**src/rtl/setup_chk_pkg.sv**
```systemverilog
// setup_chk_pkg: shared types and constants for the setup-time sweep checker.
package setup_chk_pkg;

    localparam int CHK_OFFSET_W = 7;
    localparam int CHK_IDX_W    = 2;

    localparam int NBSLOPES_CK = 3;
    localparam int NBSLOPES_D  = 3;
    localparam int OFFSET_MAX  = 100;

    typedef enum logic [1:0] {
        ST_IDLE,
        ST_SETTLE,
        ST_SAMPLE,
        ST_EMIT
    } state_e;

    // One FIFO entry per completed (clk slope, d slope) point
    typedef struct packed {
        logic [CHK_IDX_W-1:0]    ck_idx;
        logic [CHK_IDX_W-1:0]    d_idx;
        logic [CHK_OFFSET_W-1:0] offset;
        logic                    found;
        logic                    nonmono;
    } res_t;

    // Slope indices beyond the 3x3 grid are flagged as protocol errors
    function automatic logic idx_ok(input logic [CHK_IDX_W-1:0] ck,
                                    input logic [CHK_IDX_W-1:0] d);
        return (ck <= CHK_IDX_W'(NBSLOPES_CK - 1)) &&
               (d  <= CHK_IDX_W'(NBSLOPES_D  - 1));
    endfunction

endpackage

```
**src/rtl/setup_chk_res_fifo.sv**
```systemverilog
// setup_chk_res_fifo: synchronous FIFO of result structs.
// A push while full only lands when a pop frees a slot in the same cycle.
module setup_chk_res_fifo
    import setup_chk_pkg::*;
#(
    parameter int DEPTH = 4
) (
    input  logic clk_i,
    input  logic rst_n_i,
    input  logic push_i,
    input  res_t push_data_i,
    input  logic pop_i,
    output res_t head_o,
    output logic empty_o,
    output logic full_o
);

    localparam int AW = $clog2(DEPTH);

    res_t          mem_q [DEPTH];
    logic [AW-1:0] wptr_q, rptr_q;
    logic [AW:0]   cnt_q, cnt_d;
    logic          do_push, do_pop;

    assign empty_o = (cnt_q == '0);
    assign full_o  = (cnt_q == (AW+1)'(DEPTH));
    assign do_pop  = pop_i & ~empty_o;
    assign do_push = push_i & (~full_o | do_pop);
    assign head_o  = mem_q[rptr_q];

    // Occupancy next-state from the qualified push/pop pair
    always_comb begin
        cnt_d = cnt_q;
        case ({do_push, do_pop})
            2'b10:   cnt_d = cnt_q + 1'b1;
            2'b01:   cnt_d = cnt_q - 1'b1;
            default: cnt_d = cnt_q;
        endcase
    end

    // Pointers, occupancy and storage; reset empties and zeroes the head
    always_ff @(posedge clk_i or negedge rst_n_i) begin
        if (!rst_n_i) begin
            wptr_q <= '0;
            rptr_q <= '0;
            cnt_q  <= '0;
            for (int i = 0; i < DEPTH; i++) mem_q[i] <= '0;
        end else begin
            cnt_q <= cnt_d;
            if (do_push) begin
                mem_q[wptr_q] <= push_data_i;
                wptr_q        <= wptr_q + 1'b1;
            end
            if (do_pop) rptr_q <= rptr_q + 1'b1;
        end
    end

endmodule

```
**config.mk**
```make
export PLATFORM = sky130hd
export DESIGN_NAME = setup_chk_res_fifo
export DESIGN_NICKNAME = d
export VERILOG_FILES = /design/src/rtl/setup_chk_pkg.sv /design/src/rtl/setup_chk_res_fifo.sv
export SDC_FILE = /design/constraint.sdc
export NUM_CORES = 1
export LEC_CHECK = 0
export BUFFER_PORTS_ARGS = -buffer_cell sky130_fd_sc_hd__buf_2
export CORE_UTILIZATION = 50
export DETAILED_ROUTE_END_ITERATION = 8
export GPL_ROUTABILITY_DRIVEN = 0
export PLACE_DENSITY = 0.71
export SLEW_MARGIN = 10
export SYNTH_ARGS = -nofsm -noshare
export SYNTH_HDL_FRONTEND = slang
export SYNTH_SLANG_ARGS = --single-unit
```
**constraint.sdc**
```tcl
create_clock -name clk_i -period 2.8 [get_ports clk_i]
set_input_delay 0.42 -clock clk_i [delete_from_list [all_inputs] [get_ports clk_i]]
set_output_delay 0.42 -clock clk_i [all_outputs]
set_load 0.01 [all_outputs]
```
==> flow_metrics.tcl, run 1 <==
set metrics [dict create \
    slew_headroom_pct 50.39 \
    crit_start "cnt_q[0]" \
    worstPathCellList "nor4b_4 > nand2b_1 > ha_1 > inv_1 > fa_1 > xor2_1 > nor2_1 > xor2_1" \
    cp.required_ns 3.04 \
    finalWirelength_um 5106 \
    drt-pass1-iter-count 3 \
    p_per_area_nw_per_um2 1244 \
    start_util_pct 52.00 \
    syn_avg_cell_area_um2 16.20 \
    grt_pass1_vias 1631 \
    ys_warn_count 0 \
    syn_to_final_growth_pct 16.11 \
    finalCritPeriodShare_pct 81.12 \
    hold_path.class "in -> async" \
    synth-seq-cells 59 \
    wl_per_cell_um 17.92 \
    dpl_cell_area_um2 2943 \
    hold_viol_final 0 \
    synth_cell_type_count 20 \
    drive_gt1_share_pct 56.74 \
    ys_seq_area_share_pct 55.24 \
    insertion_delay_ns 0.33 \
    tritoncts "yes" \
    diodes 0 \
    post-route-cell-area_um2 3103 \
    finalNetCount 234 \
    die_area_um2 5642 \
    dp.cells 270 \
    p_leak_nw 1.389 \
    rr_startpoint "cnt_q[0]" \
    portBuffers 31 \
    io_pins 32 \
    cts_sinks 59 \
    hold_ws_ns 0.2431 \
    cp-end-kind "flip-flop" \
    syn_inst 165 \
    layout_min_cycle_time_ns 2.271 \
    path_max_fanout 5 \
    status "finished, final reports clean" \
    post-route-drc-count 0 \
    fin_skew_ns 0.004221 \
    core_um2 5140 \
    antenna_found_initial 0 \
    cpPeakStageDelay_ns 0.46 \
    ir_drop_mv 0.7305 \
    cpMostUsedCell "xor2_1" \
    h-tree-depth 3 \
    maxSlewViolCount 0 \
    fin_cells 285 \
    fmax_mhz 440.3 \
    path_class "reg -> reg" \
    start_kind "flip-flop" \
    die_h_um 75.11 \
    drv_cap 0 \
    viasPerCell 5.344 \
    worstPathArrival_ns 2.51 \
    seq_area_um2 1476 \
    drtIter0Drc 79 \
    final.setup.tns_ns 0 \
    multiInputGateArea_um2 1122 \
    clockBufferDepth 2 \
    grt_pass1_wl_um 8211 \
    setup_viol_count_final 0 \
    grtUsageTotal_pct 21.14 \
    syn_nets 188 \
    vias 1523 \
    die_w_um 75.11 \
    slowest_stage "dfrtp_1" \
    cts_made_buffers 9 \
    clockRootBuffer "clkbuf_8" \
    grt_overflow 0 \
    grt_setup_unrepaired "no" \
    place_hpwl_um 3616 \
    std_cell_rows 26 \
    cts_resized 0 \
    ant_nets 0 \
    cts_hold_buf 0 \
    grt_max_degree 60 \
    fill_cells 419 \
    tightest_slew_ns 0.7442 \
    cts_setup_buffers 0 \
    clkTransAtPathRegs_ns 0.06 \
    syn_area_um2 2673 \
]
## final timing paths
path | cells past startpoint | slack [ns] | endpoint
hold reg to reg | 1 | 0.50 | mem_q[8]
hold / removal | 2 | 0.24 | mem_q[7]
setup reg to reg | 8 | 0.53 | cnt_q[2]
min in group clk_i | 2 | 0.37 | mem_q[19]
max in group asynchronous | 2 | 2.07 | rptr_q[1]
setup / recovery | 8 | 0.53 | cnt_q[2]
## cells in the mapped netlist
master    instances  area share, %
inv_1             5           0.70
clkbuf_1          1           0.14
mux2i_1           1           0.37
ha_1              5            2.3
buf_4             1           0.28
mux2_2           53             22
xor2_1            3           0.98
and3_1            1           0.23
buf_2             2           0.37
nor4b_4           1           0.89
nand2b_1          1           0.23
mux4_2           13             11
nor3_1            1           0.19
xnor2_1           3           0.98
buf_6             3            1.3
fa_1              1           0.75
o31a_1            1           0.33
dfrtp_1          59             55
nor2_1            5           0.70
nand2_1           5           0.70
## through the flow
stage / total power, mW / utilization, % / setup WS [ns]
global placement: 3.118 / 57.25 / 0.6445
global route: 4.127 / 60.37 / 0.3600
detailed placement: 3.261 / 57.25 / 0.5106
finish: 3.861 / 60.37 / 0.5287
floorplan: 2.719 / - / 0.7851
CTS: 3.919 / 60.37 / 0.5192
## kinds of logic (layout without fill, tap and decap cells)
family,count (synthesis),in the layout,synth area share [%]
buffers and inverters,12,62,2.762
muxes,67,67,33.66
DFF,59,59,55.24
adders and majority gates,6,6,3.090
xor gates and xnor gates,6,6,1.967
and+or+nand+nor,14,14,2.950
AOI/OAI and AO/OA,1,1,0.3278
## metal layers
layer	GRT usage, %	wire length (um)	share of wire (%)	vias to the layer above
li1	-	-	-	682
met1	27.16	2213	43	808
met2	33.73	2650	52	28
met3	5.890	184	3.6	5
met4	9.434	57	1.1	0
met5	0	0	0	-
## report_power, final
part | total (mW) | switching, mW | internal (mW)
Sequential | 1.62 | 0.322 | 1.30
Combinational | 1.60 | 0.626 | 0.977
Clock | 0.641 | 0.305 | 0.336
## cell type report
| cell class | count | area share [%] |
|---|---|---|
| timing repair buffer | 42 | 7.661 |
| inverter | 5 | 0.6048 |
| sequential | 59 | 47.58 |
| tap | 70 | 2.823 |
| clock buffer | 12 | 4.677 |
| clock inverter | 3 | 0.4839 |
| multi-input combinational | 94 | 36.17 |
## critical path: cells and delay by family (launching register included)
family                   cells  cell delay [ns]
AND/OR/NAND/NOR              3             0.76
adder cells (fa/ha/maj)      2             0.58
flip-flops                   1             0.46
XOR/XNOR                     2             0.33
buffers and inverters        1             0.06
## cells in the final DEF (no fill, tap or decap)
cell type,instances
nor4b_4,1
clkinv_2,3
mux4_2,13
ha_1,5
nand2_1,5
dfrtp_1,59
o31a_1,1
xor2_1,3
and3_1,1
mux2i_1,1
nor2_1,5
nor3_1,1
fa_1,1
nand2b_1,1
mux2_2,53
buf_4,11
clkbuf_1,2
xnor2_1,3
inv_1,5
clkbuf_8,10
buf_2,31
## flip-flops by register name (all words and copies together) (netlist names)
name    count
cnt_q       3
mem_q      52
rptr_q      2
wptr_q      2
Power figures use the tool's default switching activity.
==> run 2: changes to the inputs <==
Clock period 2.8 ns to 2.3 ns, I/O delays scaled along.
==> run 2 against run 1 <==
- worst setup slack worse by 0.42 ns
- first-iteration DRC count up 19%
- sequential power up 18%
- critical path depth unchanged
- register-to-register slack worse by 0.42 ns
- clock skew up 0.0011 ns
- clock power up 27%
- design area up 1.3%
- critical endpoint unchanged
- highest routed layer unchanged
==> flow_metrics.tcl, run 2 (synthesis gave the netlist of run 1 again) <==
set metrics [dict create \
    dp.cells 271 \
    vias 1510 \
    grt_pass1_vias 1659 \
    fmax_mhz 455.9 \
    post-route-drc-count 0 \
    p_per_area_nw_per_um2 1509 \
    ir_drop_mv 0.7744 \
    cpLargestDelayFamily "simple AND/OR/NAND/NOR gates" \
    clkTransAtPathRegs_ns 0.06 \
    cp.required_ns 2.55 \
    grt_max_degree 36 \
    p_sw_share_pct 31.87 \
    setup_viol_count_final 0 \
    viasPerCell 5.243 \
    drtIter0Drc 94 \
    worstPathCellList "nor4b_4 > nand2b_1 > ha_1 > inv_1 > fa_1 > xor2_1 > nor2_1 > xor2_1" \
    path_max_fanout 4 \
    status "finished, final reports clean" \
    cp-end-kind "flip-flop" \
    path_buf_inv 1 \
    cts_made_buffers 9 \
    power.total_mw 4.744 \
    maxSlewViolCount 0 \
    p_seq_share_pct 40.2 \
    cpPeakStageDelay_ns 0.44 \
    place_hpwl_um 3684 \
    final.setup.tns_ns 0 \
    p_switching_mw 1.512 \
    hold_viol_final 0 \
    path_class "reg -> reg" \
    finalCritPeriodShare_pct 95.36 \
    finalWirelength_um 4999 \
    top_register "mem_q" \
    place_worst_setup_slack_ns 0.1159 \
    h-tree-depth 3 \
    fin_cells 288 \
    std_cell_rows 26 \
    diodes 0 \
    final_common_cell "dfrtp_1" \
    utilization_pct 61.15 \
    post-route-cell-area_um2 3143 \
    die_h_um 75.11 \
    die_w_um 75.11 \
    hold_path.class "in -> async" \
    fill_cells 417 \
    largest_registers "mem_q: 52 flops, cnt_q: 3 flops" \
    portBuffers 31 \
    syn_to_final_growth_pct 17.60 \
    drive_gt1_share_pct 56.88 \
    wl_per_cell_um 17.36 \
    clockRootBuffer "clkbuf_8" \
    fin_ws_ns 0.1067 \
    clockBufferDepth 2 \
    intPower_mw 3.232 \
    slew_headroom_pct 62.43 \
    mostFrequentLayoutCells "59 x dfrtp_1, 53 x mux2_2, 31 x buf_2" \
    grt_overflow 0 \
    fin_skew_ns 0.005333 \
    io_pins 32 \
    tritoncts "yes" \
    dpl_cell_area_um2 2963 \
    pwr-share-comb_pct 42.6 \
    antenna_found_initial 0 \
    layout_min_cycle_time_ns 2.193 \
    grt_setup_unrepaired "no" \
    tightest_slew_ns 0.5636 \
    cts_hold_buf 0 \
    pwr-share-clk_pct 17.2 \
    die_area_um2 5642 \
    hold_ws_ns 0.007824 \
    start_kind "flip-flop" \
    start_util_pct 52.00 \
    core_um2 5140 \
    seq_area_um2 1476 \
    slowest_stage "dfrtp_1" \
    largest_reg_flops 52 \
    cts_sinks 59 \
    worstPathArrival_ns 2.44 \
    grt_pass1_wl_um 8024 \
    drt-pass1-iter-count 2 \
    grtUsageTotal_pct 20.64 \
    cpMostUsedCell "xor2_1" \
    drv_cap 0 \
    insertion_delay_ns 0.33 \
    finalNetCount 236 \
    ant_nets 0 \
    p_leak_nw 1.408 \
    multiInputGateArea_um2 1122 \
]
-- run 2: changes by cell type in the layout (fill, tap and decap cells not counted), sizes merged --
| cell | previous run | this run |
|---|---|---|
| clkbuf | 12 | 14 |
| clkinv | 3 | 2 |
| buf | 42 | 44 |
-- run 2: repair_timing --
action                     CTS  global route
gates resized for setup      0             0
hold endpoints to repair     0             0
setup endpoints to repair    0             1
buffers inserted             0             1
-- run 2: layout make-up --
cell class | count | area share, %
Timing Repair Buffer | 44 | 8.439
Tap cell | 70 | 2.787
Clock buffer | 14 | 5.175
Multi-Input combinational cell | 94 | 35.71
Sequential cell | 59 | 46.97
Clock inverter | 2 | 0.3185
Inverter | 5 | 0.5971
-- run 2: path summary, 6_finish.rpt --
kind	startpoint	endpoint	slack (ns)	cells past startpoint
setup / recovery	cnt_q[1]	cnt_q[2]	0.11	8
hold / removal	rst_n_i	mem_q[32]	0.008	1
setup reg to reg	cnt_q[1]	cnt_q[2]	0.11	8
hold reg to reg	mem_q[3]	mem_q[3]	0.50	1
max in group asynchronous	rst_n_i	mem_q[46]	1.70	2
min in group clk_i	push_data_i[10]	mem_q[10]	0.29	2
-- run 2: power by group through the flow --
stage,Clock [mW],Combinational (mW),Sequential [mW]
3_3_place_gp,0,1.96,1.86
2_1_floorplan,0,1.51,1.80
5_1_grt,0.887,2.20,1.97
3_5_place_dp,0,2.04,1.93
6_report,0.816,2.02,1.91
4_1_cts,0.844,2.05,1.91
-- run 2: worst register-to-register path, delay by kind of cell, from the launching register on --
family	cells	cell delay [ns]
xor gates and xnor gates	2	0.32
and+or+nand+nor	3	0.74
buffers and inverters	1	0.06
DFF	1	0.44
adders and majority gates	2	0.57
-- run 2: metal layers --
layer  up-vias  share of wire (%)  global-route usage (%)  routed length, um
li1        690                  -                       -                  -
met1       791                 43                   25.65               2154
met2        23                 53                   33.93               2632
met3         6                2.9                   5.489                143
met4         0                1.4                   9.434                 69
met5         -                  0                       0                  0
